[src/rtl/mdu_issue_ctrl_pkg.sv]
// Shared definitions for the M-extension issue controller: ALU codes,
// FSM state encoding, the cache tag payload and small helpers.
package mdu_issue_ctrl_pkg;

  localparam int unsigned XLEN       = 32;
  localparam int unsigned ALU_CODE_W = 6;
  localparam int unsigned RD_W       = 5;

  // Shared ALU operation codes (non-M example plus the eight M codes)
  localparam logic [ALU_CODE_W-1:0] ALU_ADD    = 6'd0;
  localparam logic [ALU_CODE_W-1:0] ALU_MUL    = 6'd16;
  localparam logic [ALU_CODE_W-1:0] ALU_MULH   = 6'd17;
  localparam logic [ALU_CODE_W-1:0] ALU_MULHSU = 6'd18;
  localparam logic [ALU_CODE_W-1:0] ALU_MULHU  = 6'd19;
  localparam logic [ALU_CODE_W-1:0] ALU_DIV    = 6'd20;
  localparam logic [ALU_CODE_W-1:0] ALU_DIVU   = 6'd21;
  localparam logic [ALU_CODE_W-1:0] ALU_REM    = 6'd22;
  localparam logic [ALU_CODE_W-1:0] ALU_REMU   = 6'd23;

  // Controller state encoding
  localparam logic [1:0] S_IDLE   = 2'd0;
  localparam logic [1:0] S_LAUNCH = 2'd1;
  localparam logic [1:0] S_WAIT   = 2'd2;
  localparam logic [1:0] S_RESP   = 2'd3;

  // Operation identity used as the result-cache tag
  typedef struct packed {
    logic [ALU_CODE_W-1:0] code;
    logic [XLEN-1:0]       op1;
    logic [XLEN-1:0]       op2;
  } mdu_tag_t;

  // True for the eight multiply/divide operation codes
  function automatic logic is_mext(input logic [ALU_CODE_W-1:0] alucode);
    case (alucode)
      ALU_MUL, ALU_MULH, ALU_MULHSU, ALU_MULHU,
      ALU_DIV, ALU_DIVU, ALU_REM, ALU_REMU: is_mext = 1'b1;
      default:                              is_mext = 1'b0;
    endcase
  endfunction

  // Watchdog timer width able to hold 0..timeout
  function automatic int unsigned timer_w(input int unsigned timeout);
    return $clog2(timeout + 1);
  endfunction

endpackage

[src/rtl/mdu_op_cache.sv]
// One-entry cache of the last completed operation: tag compare plus data.
module mdu_op_cache
  import mdu_issue_ctrl_pkg::*;
(
  input  logic            clk,
  input  logic            rst,
  input  logic            wr_en,
  input  mdu_tag_t        wr_tag,
  input  logic [XLEN-1:0] wr_data,
  input  mdu_tag_t        lookup_tag,
  output logic            hit_c,
  output logic [XLEN-1:0] data
);

  logic     valid;
  mdu_tag_t tag;

  // Capture tag and result of each completed operation
  always_ff @(posedge clk or posedge rst) begin
    if (rst) begin
      valid <= 1'b0;
      tag   <= '0;
      data  <= '0;
    end else if (wr_en) begin
      valid <= 1'b1;
      tag   <= wr_tag;
      data  <= wr_data;
    end
  end

  assign hit_c = valid && (tag == lookup_tag);

endmodule

[src/rtl/mdu_issue_ctrl.sv]
// Issue/sequencing controller for the multi-cycle M-extension ALU.
module mdu_issue_ctrl
  import mdu_issue_ctrl_pkg::*;
#(
  parameter int unsigned TIMEOUT  = 64,
  parameter bit          CACHE_EN = 1'b1
) (
  input  logic                  clk,
  input  logic                  rst,
  input  logic                  req_valid,
  output logic                  req_ready,
  input  logic [ALU_CODE_W-1:0] req_alucode,
  input  logic [XLEN-1:0]       req_op1,
  input  logic [XLEN-1:0]       req_op2,
  input  logic [RD_W-1:0]       req_rd,
  input  logic                  flush,
  output logic                  resp_valid,
  input  logic                  resp_ready,
  output logic [XLEN-1:0]       resp_data,
  output logic [RD_W-1:0]       resp_rd,
  output logic                  alu_start,
  output logic [ALU_CODE_W-1:0] alu_code,
  output logic [XLEN-1:0]       alu_op1,
  output logic [XLEN-1:0]       alu_op2,
  input  logic [XLEN-1:0]       alu_result,
  input  logic                  alu_done,
  output logic                  busy,
  output logic                  timeout_err,
  output logic                  bad_op_err,
  output logic [31:0]           ops_issued,
  output logic [31:0]           cache_hits
);

  localparam int unsigned        TIMER_W    = timer_w(TIMEOUT);
  localparam logic [TIMER_W-1:0] TIMER_LAST = TIMER_W'(TIMEOUT - 1);

  logic [1:0]         state;
  logic [1:0]         state_nxt;
  mdu_tag_t           op;
  mdu_tag_t           req_tag;
  logic [RD_W-1:0]    rd_q;
  logic [TIMER_W-1:0] timer;
  logic [XLEN-1:0]    cache_data;
  logic               cache_match_c;
  logic               cache_hit_c;
  logic               latch_c;
  logic               bad_c;
  logic               hit_c;
  logic               launch_c;
  logic               tick_c;
  logic               done_c;
  logic               tout_c;

  assign req_tag     = '{code: req_alucode, op1: req_op1, op2: req_op2};
  assign cache_hit_c = CACHE_EN & cache_match_c;

  // Flush masks the handshake and launch strobes in the same cycle
  assign req_ready  = (state == S_IDLE)   & ~flush;
  assign alu_start  = (state == S_LAUNCH) & ~flush;
  assign resp_valid = (state == S_RESP)   & ~flush;
  assign busy       = (state != S_IDLE);
  assign alu_code   = op.code;
  assign alu_op1    = op.op1;
  assign alu_op2    = op.op2;
  assign resp_rd    = rd_q;

  // State register
  always_ff @(posedge clk or posedge rst) begin
    if (rst) state <= S_IDLE;
    else     state <= state_nxt;
  end

  // Next state and per-cycle datapath strobes
  always_comb begin
    state_nxt = state;
    latch_c   = 1'b0;
    bad_c     = 1'b0;
    hit_c     = 1'b0;
    launch_c  = 1'b0;
    tick_c    = 1'b0;
    done_c    = 1'b0;
    tout_c    = 1'b0;
    if (flush) begin
      state_nxt = S_IDLE;
    end else begin
      case (state)
        S_IDLE: begin
          if (req_valid) begin
            if (is_mext(req_alucode)) begin
              latch_c = 1'b1;
              if (cache_hit_c) begin
                hit_c     = 1'b1;
                state_nxt = S_RESP;
              end else begin
                state_nxt = S_LAUNCH;
              end
            end else begin
              bad_c = 1'b1;
            end
          end
        end
        S_LAUNCH: begin
          launch_c  = 1'b1;
          state_nxt = S_WAIT;
        end
        S_WAIT: begin
          if (alu_done) begin
            done_c    = 1'b1;
            state_nxt = S_RESP;
          end else if (timer == TIMER_LAST) begin
            tout_c    = 1'b1;
            state_nxt = S_RESP;
          end else begin
            tick_c = 1'b1;
          end
        end
        S_RESP: begin
          if (resp_ready) state_nxt = S_IDLE;
        end
        default: state_nxt = S_IDLE;
      endcase
    end
  end

  // Latched operation, response, watchdog timer, sticky errors and counters
  always_ff @(posedge clk or posedge rst) begin
    if (rst) begin
      op          <= '0;
      rd_q        <= '0;
      timer       <= '0;
      resp_data   <= '0;
      ops_issued  <= '0;
      cache_hits  <= '0;
      timeout_err <= 1'b0;
      bad_op_err  <= 1'b0;
    end else begin
      if (latch_c) begin
        op   <= req_tag;
        rd_q <= req_rd;
      end
      if (bad_c) bad_op_err <= 1'b1;
      if (hit_c) begin
        resp_data  <= cache_data;
        cache_hits <= cache_hits + 32'd1;
      end
      if (launch_c) begin
        ops_issued <= ops_issued + 32'd1;
        timer      <= '0;
      end
      if (tick_c) timer <= timer + TIMER_W'(1);
      if (done_c) resp_data <= alu_result;
      if (tout_c) begin
        resp_data   <= '0;
        timeout_err <= 1'b1;
      end
    end
  end

  // Only a genuine ALU completion refreshes the cache
  mdu_op_cache u_cache (
    .clk        (clk),
    .rst        (rst),
    .wr_en      (done_c),
    .wr_tag     (op),
    .wr_data    (alu_result),
    .lookup_tag (req_tag),
    .hit_c      (cache_match_c),
    .data       (cache_data)
  );

endmodule

[config.mk]
export PLATFORM = sky130hd
export DESIGN_NAME = mdu_issue_ctrl
export DESIGN_NICKNAME = d
export VERILOG_FILES = /design/src/rtl/mdu_issue_ctrl_pkg.sv /design/src/rtl/mdu_op_cache.sv /design/src/rtl/mdu_issue_ctrl.sv
export SDC_FILE = /design/constraint.sdc
export NUM_CORES = 1
export LEC_CHECK = 0
export ABC_AREA = 1
export BUFFER_PORTS_ARGS = -buffer_cell sky130_fd_sc_hd__buf_2
export CAP_MARGIN = 20
export CORE_MARGIN = 3
export CORE_UTILIZATION = 26
export DETAILED_ROUTE_END_ITERATION = 16
export PLACE_DENSITY = 0.56
export SLEW_MARGIN = 10
export SYNTH_ARGS = -nofsm -noshare
export SYNTH_HDL_FRONTEND = slang
export SYNTH_SLANG_ARGS = --single-unit
[constraint.sdc]
create_clock -name clk -period 9.9 [get_ports clk]
set_input_delay 0.495 -clock clk [delete_from_list [all_inputs] [get_ports clk]]
set_output_delay 0.495 -clock clk [all_outputs]
set_load 0.02 [all_outputs]
== Word level (Yosys, flattened, before mapping) ==
Memories as Yosys holds them, arrays and structs flattened.
Index checks and enable logic that the tools add are counted.

* Bits of input ports: 113
* Output and inout bits: 177
* Memory bits (read-only): 32
* Logic and storage cells: 82
* Memories kept: 1
* Register bits after elaboration: 285

* Eq/ne operators: 9
* Mux-type cells: 43
* Add/subtract/negate cells: 3
* Reductions and logical operators: 6
* Bitwise gates (word level): 4

{| class="wikitable"
|+ Memories
! name !! depth !! width !! read ports !! clocked after memory_dff !! write ports !! RTL line !! source
|-
| (name not given) || 32 || 1 || 1 || 0 || 0 || mdu_issue_ctrl_pkg.sv:35 || <nowiki>case (alucode)</nowiki>
|}

{| class="wikitable"
|+ Operators with widths
! kind !! number
|-
| 32-bit two-way mux || 3
|-
| 70-bit == test || 1
|-
| 32-bit by 1-bit adder with 32-bit output, second input constant || 2
|-
| 1-bit two-way mux || 30
|-
| 2-bit two-way mux || 7
|-
| 7-bit two-way mux || 2
|-
| 2-bit case mux with 4 select lines || 1
|-
| 7-bit by 1-bit adder with 7-bit output, second input constant || 1
|-
| 7-bit by 6-bit == test with 1-bit output, second input constant || 1
|-
| 3-bit != test, second input constant || 2
|-
| 2-bit == test, second input constant || 2
|-
| 4-bit != test, second input constant || 1
|-
| 4-bit AND reduction || 1
|-
| 2-bit nonzero test || 2
|-
| 1-bit bitwise AND || 3
|-
| 3-bit by 2-bit != test with 1-bit output, second input constant || 1
|-
| 3-bit nonzero test || 1
|-
| 2-bit by 1-bit == test with 1-bit output, second input constant || 1
|-
| 2-bit zero test || 1
|-
| 1-bit logical AND || 1
|-
| 1-bit inverter || 1
|}

== Logic depth before layout (Yosys ltp) ==
An unclocked memory read counts as a cell.

* Word-level depth: 12
* Depth in mapped cells: 15
* Gate-level depth less buffers: 14

== Cells and area by module ==
Synthesis repeated with hierarchy kept, for this count alone.

* Cell total of the unflattened synthesis: 1775
* Area total of the unflattened synthesis: 13641.8 um^2

{| class="wikitable"
|+ Modules (own cells, without submodules)
! module !! cells each !! seq. area each (um^2) !! area an instance (um^2) !! instances
|-
| mdu_issue_ctrl || 1111 || 4554.4 || 8688.3 || 1
|-
| mdu_op_cache || 664 || 2577.5 || 4953.5 || 1
|}

== Worst setup path after synthesis ==
Ideal clock, no wire load.

* Kind: flip-flop to flip-flop
* From: register state[0]
* To: register resp_data[10]
* Arrival: 1981 ps
* Buffers on the path: 3
* Setup time: 118 ps
* Clock period less this slack: 2099 ps
* Path slack: 7801 ps
* Stages on the path, launching flop included: 13
* Data required time: 9782 ps
* Path through: dfrtp_1 inv_1 ha_1 inv_1 nor2_2 inv_2 nor2_1 buf_2 nand4_2 buf_2 buf_2 nand4_1 nand2_1

* Cells in the longest elaborated chain, start to end: 5
* Elaborated cells between the ends (all ways): 11
* Classes of those cells: eq/ne: 1; mux: 8; reduce/logical: 2

{| class="wikitable"
|+ RTL lines
! what !! RTL line !! source
|-
| from (decl) || mdu_issue_ctrl.sv:37 || <nowiki>logic [1:0] state;</nowiki>
|-
| from (signal assigned) || mdu_issue_ctrl.sv:70 || <nowiki>else state <= state_nxt;</nowiki>
|-
| 2-bit == test || mdu_issue_ctrl.sv:86 || <nowiki>case (state)</nowiki>
|-
| 1-bit two-way mux || mdu_issue_ctrl.sv:86 ||
|-
| 1-bit two-way mux || mdu_issue_ctrl.sv:83 || <nowiki>if (flush) begin</nowiki>
|-
| 32-bit two-way mux || mdu_issue_ctrl.sv:151 || <nowiki>if (done_c) resp_data <= alu_result;</nowiki>
|-
| 32-bit two-way mux || mdu_issue_ctrl.sv:152 || <nowiki>if (tout_c) begin</nowiki>
|-
| to (signal assigned) || mdu_issue_ctrl.sv:143 || <nowiki>resp_data <= cache_data;</nowiki>
|-
| to (signal assigned) || mdu_issue_ctrl.sv:151 ||
|-
| to (decl) || mdu_issue_ctrl.sv:19 || <nowiki>output logic [XLEN-1:0] resp_data,</nowiki>
|}

Parallel ways exist; a longest one is shown, timed or not.
A chain may end at the register's enable or synchronous reset.

== Final worst setup path ==
Same ends and word-level chain as after synthesis.

==> impl_results.md <==
* Status: finished, final reports clean
* Final min period at 3.35 ns
* Fraction of registers with async set/reset at 100%
* First-pass GRT wire length at 58,300 microns
* CTS buffer count at 36
* Htree depth at 2
* Setup Skew at 0.0132 ns
* Maxcap violations at 0
* Top-count cell post-synth: nand2_1
* Clock Sinks at 285
* Area grow syn2layout at 24.6%
* Ranking of synthesized cells by area: dfrtp_1 (54%), nand2_1 (13%), inv_1 (6.0%)
* Synthesized net count at 1,686
* Number of nets with antenna violations after routing at 0
* Setup Fix Bufs, Post-CTS at 0
* Sequential fraction of the synthesis area at 54.0%
* Starting density of the core at 26.7%
* Final setup vio count at 0
* Die footprint at 0.0536 sq mm
* Switching pwr at 0.00162 W
* Clock slew seen by the registers of the worst setup and hold paths at 0.06 ns
* DRT iter0 DRCs at 536
* FP Rows at 81
* DRC at 0
* Nets at 1,965
* Die Wd at 231 microns
* Total GRT Usage at 13.4%
* CTS root buf: clkbuf_16
* IO buf count at 289
* Pin count of the biggest net entering global routing at 92
* CTS tree: done
* Worst-Skew Late Latency at 0.53 ns
* Pre-antenna DRT Iters at 5
* Part of the power in combinational logic at 30.3%
* Core Box Area at 0.0496 sq mm
* Max incr delay on CP at 0.67 ns
* Maximum clock frequency at 0.298 GHz
* Leak at 8.87 nW
* Synth Flop Type: dfrtp_1
* Yosys cell types at 40
* DR vias/cell at 4.31
* Critical Path Fanout Max at 91
* Pint at 0.00285 W
* Critical path's slowest cell: buf_4
* Unrepaired setup endpoints after global routing: false
* YS warnings at 0
* Vias in the first global route at 10,864
* Synth top area share at 54.0%
* Initial antenna violation count at 7
* Clock buffer depth at 3
* DP HPWL at 25,100 microns
* Largest area contributor in the netlist: dfrtp_1
* Ports at 290
* Crit Path Class: register to register
* Final-report max-slew violation count at 0
* TNS Setup at 0 ns
* Post-synth top cells: nand2_1 (450), dfrtp_1 (285), inv_1 (211)
* VDD IR max at 158 uV
* PD cells at 271 mW/mm^2
* Critical Path End Type: register
* Synthesized area per cell at 8.44 sq um
* Final hold vios at 0
* WP data required at 10.36 ns
* Height of the die at 231 microns
* Post-cts resize count at 0
* Post-CTS Hold Fix Bufs at 0
* Worst slew pin tran at 1.03 ns
* Syn Std Cell Area at 0.0132 sq mm
* Clk pwr share at 28.2%
* Via count at 10,938
* CP Launch Type: register
* Post-synthesis cell count at 1,565
* Post-synth EDFFs at 0
* GPL Wtd Cong at 0.779
* Crit path cell chain: inv_1, ha_1, inv_1, nor2_2, inv_2, nor2_4, buf_4, nand4_2, buf_4, nand2_1, buf_16, nand3_1, nand2_1
* HP Class: primary input to async pin
* Sequential share of power at 41.5%
* Power, Total at 0.00447 W
* GRT overflow at 0
* Seq cells post-synth at 285
* Rel. slew slack at 31.6%
* Proportion of layout cells with a drive suffix above 1 at 22.7%
* Routed wire length at 35,800 microns
* Drt wl/cell at 14.1 microns
* Arrival time worst endpoint at 3.81 ns
* Sw Ratio at 36.3%
* Period utilisation layout at 33.9%
==> per-stage QoR <==
step / area, sq um / worst slack (ns) / hold slack (ns) / instances / util (%)
4_1_cts: 16500 / 6.54 / 0.0104 / 2531 / 33.2
6_report: 16500 / 6.55 / 0.0262 / 2536 / 33.2
2_1_floorplan: 13200 / 1.54 / 0.434 / 1565 / -
3_3_place_gp: 15300 / 5.87 / 0.452 / 2469 / 30.9
5_1_grt: 16500 / 6.19 / 0.0367 / 2533 / 33.2
3_5_place_dp: 15300 / 6.19 / 0.460 / 2470 / 31.0
==> flip-flops by register name, summed over array words and instances (netlist names), 2 cells and up <==
name          flops
alu_code          6
alu_op1          32
alu_op2          32
cache_hits       32
ops_issued       32
resp_data        32
resp_rd           5
state             2
timer             7
u_cache.data     32
u_cache.tag      70
==> cell families after synthesis <==
family                     Yosys count  synth area share, %
xor gates and xnor gates            41                 2.72
AOI/OAI and AO/OA                  168                 6.46
and+or+nand+nor                    756                 25.1
muxes                               32                 2.73
buffers and inverters              275                 8.28
adders and majority gates            8                0.758
DFF                                285                 54.0
==> layout make-up <==
class                      instances  area [sq um]
clock buffer                      54          1020
tap                              664           831
clock inverter                     7          91.3
antenna                            5          12.5
inverter                         217           823
multi-input combinational       1005          5020
timing repair buffer             299          1540
sequential                       285          7130
fill                            5165         33100
==> per-layer routing <==
metal / global-route usage [%] / up-vias / part of all wire, %
met5: 0 / - / 0.13
met4: 3.78 / 8 / 1.8
li1: - / 5487 / -
met3: 4.66 / 49 / 8.2
met2: 21.7 / 259 / 46
met1: 17.1 / 5135 / 44
==> worst max-delay path, delay by kind of cell (launching register included) <==
| family | cells | cell delay [ns] |
|---|---|---|
| flops | 1 | 0.41 |
| fa+ha+maj | 1 | 0.16 |
| simple gates | 6 | 1.08 |
| buf+inv | 6 | 1.51 |
==> cell usage in the layout (no fill, tap or decap), types with 3 or more instances in the layout <==
master,instances
nor4_1,4
nand3b_1,14
nand3_1,67
or2_2,3
clkbuf_8,3
nor2_4,3
nand2_1,450
o21ai_0,133
inv_2,5
mux2_2,32
clkinv_2,4
clkbuf_16,37
dfrtp_1,285
nand4_1,56
xor2_1,19
buf_2,289
nand2_2,4
diode_2,5
clkbuf_1,14
o21ai_1,3
nor2_1,118
nor3_1,9
nor2_2,15
xnor2_1,22
ha_1,8
buf_4,9
inv_1,210
a21oi_1,28
==> path summary, 6_finish.rpt <==
check                           startpoint              to  slack [ns]  cells after the start
worst max-delay path              state[0]   resp_data[10]        6.55                     13
max in group asynchronous              rst    resp_data[4]        8.52                      3
worst max register to register    state[0]   resp_data[10]        6.55                     13
worst min-delay path                   rst  ops_issued[28]        0.03                      2
worst min register to register  resp_rd[4]      resp_rd[4]        0.48                      2
min in group clk                 req_rd[4]      resp_rd[4]        0.17                      3
==> power groups by stage <==
stage               clock network (W)  registers (W)  logic, W
floorplan                           0        0.00210  0.000636
global placement                    0        0.00185   0.00135
detailed placement                  0        0.00187   0.00138
CTS                           0.00132        0.00186   0.00138
global route                  0.00136        0.00191   0.00154
finish                        0.00126        0.00185   0.00135
(Power assumes the default switching activity.)
